==> src/rtl/adc_pkg.sv <==
// Shared state encoding and default framing constants for the LTC2315 sequencer.
package adc_pkg;

  typedef enum logic [1:0] {
    ST_IDLE = 2'd0,
    ST_CONV = 2'd1,
    ST_ACQ  = 2'd2
  } adc_seq_state_t;

  localparam int unsigned ADC_CONV_LEN  = 14;
  localparam int unsigned ADC_FRAME_LEN = 18;
  localparam int unsigned ADC_DATA_W    = 12;
  localparam int unsigned ADC_CNT_W     = 16;

endpackage

==> src/rtl/adc_sck_gen.sv <==
// Serial clock divider: sck low for the first CLK_DIV cycles of each period, high
// for the rest; strobes mark the clk edges that will raise / lower sck.
module adc_sck_gen
  import adc_pkg::*;
#(
  parameter int unsigned CLK_DIV   = 2,
  parameter int unsigned FRAME_LEN = ADC_FRAME_LEN,
  parameter int unsigned PER_W     = 5
) (
  input  logic             clk,
  input  logic             rst,
  input  logic             en_i,
  output logic             sck_o,
  output logic             rise_stb_c_o,
  output logic             fall_stb_c_o,
  output logic [PER_W-1:0] period_o
);

  localparam int unsigned CNT_W = $clog2(2 * CLK_DIV);

  logic [CNT_W-1:0] cnt_q, cnt_d;
  logic [PER_W-1:0] period_q, period_d;
  logic             sck_q, sck_d;

  assign rise_stb_c_o = en_i && (cnt_q == CNT_W'(CLK_DIV - 1));
  assign fall_stb_c_o = en_i && (cnt_q == CNT_W'(2 * CLK_DIV - 1));

  // Period index wraps per frame so continuous frames need no reload.
  always_comb begin
    cnt_d    = '0;
    period_d = '0;
    sck_d    = 1'b0;
    if (en_i) begin
      cnt_d    = fall_stb_c_o ? '0 : cnt_q + 1'b1;
      period_d = period_q;
      if (fall_stb_c_o) begin
        period_d = (period_q == PER_W'(FRAME_LEN - 1)) ? '0 : period_q + 1'b1;
      end
      sck_d = (cnt_d >= CNT_W'(CLK_DIV));
    end
  end

  always_ff @(posedge clk or posedge rst) begin
    if (rst) begin
      cnt_q    <= '0;
      period_q <= '0;
      sck_q    <= 1'b0;
    end else begin
      cnt_q    <= cnt_d;
      period_q <= period_d;
      sck_q    <= sck_d;
    end
  end

  assign sck_o    = sck_q;
  assign period_o = period_q;

endmodule

==> src/rtl/adc_sequencer.sv <==
// LTC2315 acquisition sequencer: frames conversions, deserialises each sample and
// presents it on a valid/ready stream in single-shot, burst or continuous mode.
module adc_sequencer
  import adc_pkg::*;
#(
  parameter int unsigned CLK_DIV   = 2,
  parameter int unsigned FRAME_LEN = ADC_FRAME_LEN,
  parameter int unsigned CONV_LEN  = ADC_CONV_LEN,
  parameter int unsigned DATA_W    = ADC_DATA_W
) (
  input  logic                 clk,
  input  logic                 rst,
  input  logic                 start_i,
  input  logic                 stop_i,
  input  logic [ADC_CNT_W-1:0] burst_len_i,
  input  logic                 miso_i,
  output logic                 sck_o,
  output logic                 cs_n_o,
  output logic [DATA_W-1:0]    data_o,
  output logic                 valid_o,
  input  logic                 ready_i,
  output logic                 busy_o,
  output logic                 overrun_o,
  output logic [ADC_CNT_W-1:0] frame_cnt_o
);

  localparam int unsigned PER_W = $clog2(FRAME_LEN);

  adc_seq_state_t       state_q, state_d;
  logic                 cs_n_q, cs_n_d, busy_q, busy_d;
  logic [DATA_W-1:0]    shreg_q, shreg_d, data_q, data_d;
  logic                 valid_q, valid_d, overrun_q, overrun_d;
  logic                 sample_q, sample_d, stop_pend_q, stop_pend_d;
  logic [ADC_CNT_W-1:0] len_q, len_d, frame_cnt_q, frame_cnt_d, frame_cnt_inc;
  logic                 sck_en, rise_stb, fall_stb;
  logic [PER_W-1:0]     period;
  logic                 start_acc, conv_end, frame_end, burst_done;

  assign sck_en = (state_q != ST_IDLE);

  adc_sck_gen #(
    .CLK_DIV  (CLK_DIV),
    .FRAME_LEN(FRAME_LEN),
    .PER_W    (PER_W)
  ) u_sck_gen (
    .clk         (clk),
    .rst         (rst),
    .en_i        (sck_en),
    .sck_o       (sck_o),
    .rise_stb_c_o(rise_stb),
    .fall_stb_c_o(fall_stb),
    .period_o    (period)
  );

  assign start_acc     = (state_q == ST_IDLE) && start_i;
  assign conv_end      = (state_q == ST_CONV) && fall_stb && (period == PER_W'(CONV_LEN - 1));
  assign frame_end     = (state_q == ST_ACQ) && fall_stb && (period == PER_W'(FRAME_LEN - 1));
  assign frame_cnt_inc = (frame_cnt_q == '1) ? frame_cnt_q : frame_cnt_q + 1'b1;
  assign burst_done    = (len_q != '0) && (frame_cnt_inc == len_q);

  always_ff @(posedge clk or posedge rst) begin
    if (rst) state_q <= ST_IDLE;
    else     state_q <= state_d;
  end

  // A stop sampled on the frame-end cycle itself still ends the run.
  always_comb begin
    state_d = state_q;
    case (state_q)
      ST_IDLE: if (start_i) state_d = ST_CONV;
      ST_CONV: if (conv_end) state_d = ST_ACQ;
      ST_ACQ: begin
        if (frame_end) begin
          state_d = (stop_pend_q || stop_i || burst_done) ? ST_IDLE : ST_CONV;
        end
      end
      default: state_d = ST_IDLE;
    endcase
  end

  always_comb begin
    cs_n_d = 1'b1;
    busy_d = 1'b0;
    if (state_d == ST_CONV) cs_n_d = 1'b0;
    if (state_d != ST_IDLE) busy_d = 1'b1;
  end

  // Last shift lands one cycle before the sample is offered downstream.
  always_comb begin
    shreg_d = shreg_q;
    if ((state_q == ST_CONV) && rise_stb) shreg_d = {shreg_q[DATA_W-2:0], miso_i};
    sample_d = (state_q == ST_CONV) && rise_stb && (period == PER_W'(CONV_LEN - 1));

    len_d       = start_acc ? burst_len_i : len_q;
    frame_cnt_d = frame_cnt_q;
    if (start_acc)      frame_cnt_d = '0;
    else if (frame_end) frame_cnt_d = frame_cnt_inc;

    stop_pend_d = stop_pend_q;
    if ((state_q != ST_IDLE) && stop_i) stop_pend_d = 1'b1;
    if (state_d == ST_IDLE)             stop_pend_d = 1'b0;

    data_d    = data_q;
    valid_d   = valid_q;
    overrun_d = overrun_q;
    if (valid_q && ready_i) valid_d = 1'b0;
    if (sample_q) begin
      if (valid_q && !ready_i) begin
        overrun_d = 1'b1;
      end else begin
        data_d  = shreg_q;
        valid_d = 1'b1;
      end
    end
    if (start_acc) overrun_d = 1'b0;
  end

  always_ff @(posedge clk or posedge rst) begin
    if (rst) begin
      cs_n_q      <= 1'b1;
      busy_q      <= 1'b0;
      shreg_q     <= '0;
      sample_q    <= 1'b0;
      len_q       <= '0;
      frame_cnt_q <= '0;
      stop_pend_q <= 1'b0;
      data_q      <= '0;
      valid_q     <= 1'b0;
      overrun_q   <= 1'b0;
    end else begin
      cs_n_q      <= cs_n_d;
      busy_q      <= busy_d;
      shreg_q     <= shreg_d;
      sample_q    <= sample_d;
      len_q       <= len_d;
      frame_cnt_q <= frame_cnt_d;
      stop_pend_q <= stop_pend_d;
      data_q      <= data_d;
      valid_q     <= valid_d;
      overrun_q   <= overrun_d;
    end
  end

  assign cs_n_o      = cs_n_q;
  assign busy_o      = busy_q;
  assign data_o      = data_q;
  assign valid_o     = valid_q;
  assign overrun_o   = overrun_q;
  assign frame_cnt_o = frame_cnt_q;

endmodule

==> config.mk <==
export PLATFORM = sky130hd
export DESIGN_NAME = adc_sequencer
export DESIGN_NICKNAME = d
export VERILOG_FILES = /design/src/rtl/adc_pkg.sv /design/src/rtl/adc_sck_gen.sv /design/src/rtl/adc_sequencer.sv
export SDC_FILE = /design/constraint.sdc
export NUM_CORES = 1
export LEC_CHECK = 0
export CAP_MARGIN = 20
export CORE_MARGIN = 2
export CORE_UTILIZATION = 45
export DETAILED_ROUTE_END_ITERATION = 12
export PLACE_DENSITY = 0.64
export SYNTH_ARGS = -nofsm -noshare
export SYNTH_HDL_FRONTEND = slang
export SYNTH_SLANG_ARGS = --single-unit
==> constraint.sdc <==
create_clock -name clk -period 3.39 [get_ports clk]
set_input_delay 0.8475 -clock clk [delete_from_list [all_inputs] [get_ports clk]]
set_output_delay 0.8475 -clock clk [all_outputs]
set_load 0.01 [all_outputs]
==> results.cfg <==
[timing]
fin_crit_sh = 0.872
rsz0062_at_grt = false
final.setup.tns_ps = 0
slew_viol_final = 0
fin_crit_ps = 2960
tightest_slew_ps = 676
slew_headroom = 0.548
final.setup_skew_ps = 11.9
finalHoldViolations = 0
max_freq_mhz = 338
timing.final.ws_setup_ps = 433
setup_viol = 0

[setup_path]
cp-start-kind = register
rrSetupSlack_ps = 430
cpMostUsedCell = nor4_1
path_buf_inv = 0
r2r_start = frame_cnt_o[0]
path_cells = ha_1, nand3_1, nor4_4, o221ai_1, nor4_1, nand4_1, nor4_2, nor4_1, o21a_1
critPathSlowestCell = nor4_4
worst_ep_required_time_ps = 3630
path_class = register to register
max_stage_delay_ps = 500
reg2reg_depth = 9
reg2reg_to = state_q[0]
crit_arrival_ps = 3200
worstSetupEndpointType = register
crit_family = simple AND/OR/NAND/NOR gates
crit_path_max_fanout = 8

[synth]
yosysTopAreaCellShare = 0.470
avgSynthCellArea_um2 = 10.7
synth_ff_type = dfrtp_1
seq_area_frac_synth = 0.477
synthesis.area_um2 = 3730
syn_inst = 347
synthArstFlopShare = 1.00
synth_warnings = 0
synth_edf_count = 0
ys_ff_latch = 71
synth.largest_area_cell = dfrtp_1
yosysMostFrequentCell = dfrtp_1
yosys-top-cells-count = 70 x dfrtp_1, 41 x mux2_2, 21 x nand2_1, 21 x nor2_1, 21 x o21ai_0
syn-num-nets = 374
yosys-top-cells-area = dfrtp_1 47%, mux2_2 12%, o21ai_0 2.8%
yosysUniqueCellTypes = 52

[power_and_ir_drop]
combinationalPowerShare = 0.200
ir_drop_mv = 0.298
switching_power_w = 0.000692
switching_share = 0.301
p_seq_frac = 0.499
p_leak_nw = 1.92
power_density_nw_per_um2 = 504
internal-power_w = 0.00161
p_clk_frac = 0.302

[grt]
grt_max_degree = 48
antenna_found_initial = 0
grt_pass1_wl_um = 14800
grt_pass1_vias = 2847
globalRouteTotalUtil = 0.213
grt.overflow.total = 0

[finish]
fillers = 716
multiInputGateArea_um2 = 1840
regArea_um2 = 1780
fin_nets = 427
num_antenna_cells = 0
area_delta_synth_final_pct = 22.5
drive_gt1_frac = 0.178

[die]
fp-row-count = 33
dieArea_um2 = 9020
coreArea_um2 = 8130
die_x_um = 95.0
ios = 55
start_util = 0.458
chipHeight_um = 95.0

[route]
dr.pass1.iters = 4
drc = 0
wire_per_inst_um = 17.2
first_iter_violations = 168
routed_wl_um = 8770
drtAntennaViolNets = 0
via_per_inst = 5.72
via_count = 2916

[cts]
cts.sinks = 71
ctsResizeCount = 0
root_buffer = clkbuf_8
cts_setup_buffers = 0
h-tree-depth = 3
clk_path_buf_depth = 2
cts_tree = done
clk_pin_slew_ps = 90
clk_latency_ps = 340
cts_buffers = 9
holdBufCountCts = 0

[placement]
place_ws_ps = 438
hpwl_um = 6390
portBuffers = 54
place_congestion = 0.891

[min_path]
min_from = u_sck_gen.cnt_q[0]
holdPathEnd = u_sck_gen.cnt_q[0]
hold_path_depth = 1
hold_class = register to register

[run_status]
outcome = finished clean

[flow_run]
maxCapViolCount = 0
==> per-layer routing <==
| layer | track usage | part of all wire | up-vias |
|---|---|---|---|
| met3 | 0.0535 | 0.056 | 7 |
| met2 | 0.327 | 0.47 | 83 |
| met4 | 0.0580 | 0.0084 | 0 |
| met5 | 0 | 0 | - |
| met1 | 0.301 | 0.47 | 1426 |
| li1 | - | - | 1400 |
==> cell families (layout without fill, tap and decap cells) <==
logic type,after synthesis,after routing,synth area share
fa+ha+maj,5,5,0.0168
mux,43,43,0.129
compound gates,69,69,0.123
buf+inv,24,82,0.0285
flops,71,71,0.477
xor+xnor,15,15,0.0353
simple gates,120,120,0.190
==> placed cells by master, fill, tap and decap left out, types with 3 or more instances in the layout <==
cell type,instances
dfrtp_1,70
clkdlybuf4s50_1,54
mux2_2,41
nor2_1,21
nand2_1,21
o21ai_0,21
nand3_1,14
a21oi_1,14
nor4_1,9
xnor2_1,9
clkbuf_8,9
nor3_1,8
and4_1,8
inv_1,7
nand4_1,7
nand2b_1,7
xor2_1,6
a31oi_1,5
o31ai_1,5
and3_1,5
ha_1,5
a21o_1,4
a311oi_1,3
nor2b_1,3
o41ai_1,3
a2bb2oi_1,3
buf_4,3
==> worst register-to-register path, stage by stage (launching register included) <==
cell	delay [ps]
dfrtp_1	490
ha_1	290
nand3_1	300
nor4_4	500
o221ai_1	180
nor4_1	260
nand4_1	190
nor4_2	350
nor4_1	110
o21a_1	190
==> power groups by stage <==
stage / Clock, W / Combinational, W / Sequential [W]
3_5_place_dp: 0 / 0.000467 / 0.00117
4_1_cts: 0.000718 / 0.000469 / 0.00115
5_1_grt: 0.000750 / 0.000518 / 0.00118
2_1_floorplan: 0 / 0.000319 / 0.00112
3_3_place_gp: 0 / 0.000451 / 0.00116
6_report: 0.000694 / 0.000460 / 0.00115
==> worst max path at each step <==
| stage | start | to | slack (ps) | depth (start not counted) |
|---|---|---|---|---|
| final | frame_cnt_o[0] | state_q[0] | 430 | 9 |
| after global routing | frame_cnt_o[0] | state_q[0] | 230 | 9 |
| after CTS | frame_cnt_o[0] | state_q[0] | 440 | 9 |
| after detailed placement | frame_cnt_o[0] | state_q[0] | 440 | 9 |
| after global placement | frame_cnt_o[4] | state_q[0] | 530 | 9 |
| after floorplan | rst | busy_o | 750 | 1 |
==> stage by stage <==
stage / hold slack, ps / cell area [um^2] / total power (W) / utilization / instances
2_1_floorplan: 439 / 3730 / 0.00144 / - / 347
3_3_place_gp: 450 / 4360 / 0.00161 / 0.537 / 494
3_5_place_dp: 472 / 4360 / 0.00163 / 0.537 / 494
4_1_cts: 484 / 4570 / 0.00234 / 0.561 / 510
5_1_grt: 516 / 4570 / 0.00245 / 0.561 / 510
6_report: 482 / 4570 / 0.00230 / 0.561 / 510
==> flip-flops by register name, indices dropped and copies added (netlist names) <==
signal              cells
frame_cnt_o            16
len_q                  16
data_o                 12
shreg_q                12
u_sck_gen.period_o      5
state_q                 2
u_sck_gen.cnt_q         2
busy_o                  1
cs_n_o                  1
overrun_o               1
sample_q                1
stop_pend_q             1
valid_o                 1
==> final cells by class <==
cell class              instances  share of cell area
inverters                       8             0.00658
clock inverters                 7              0.0170
well taps                     105              0.0288
clock buffers                   9              0.0271
multi-input cells             252               0.403
flip-flops and latches         71               0.389
repair buffers                 58               0.128
(Power assumes the default switching activity.)
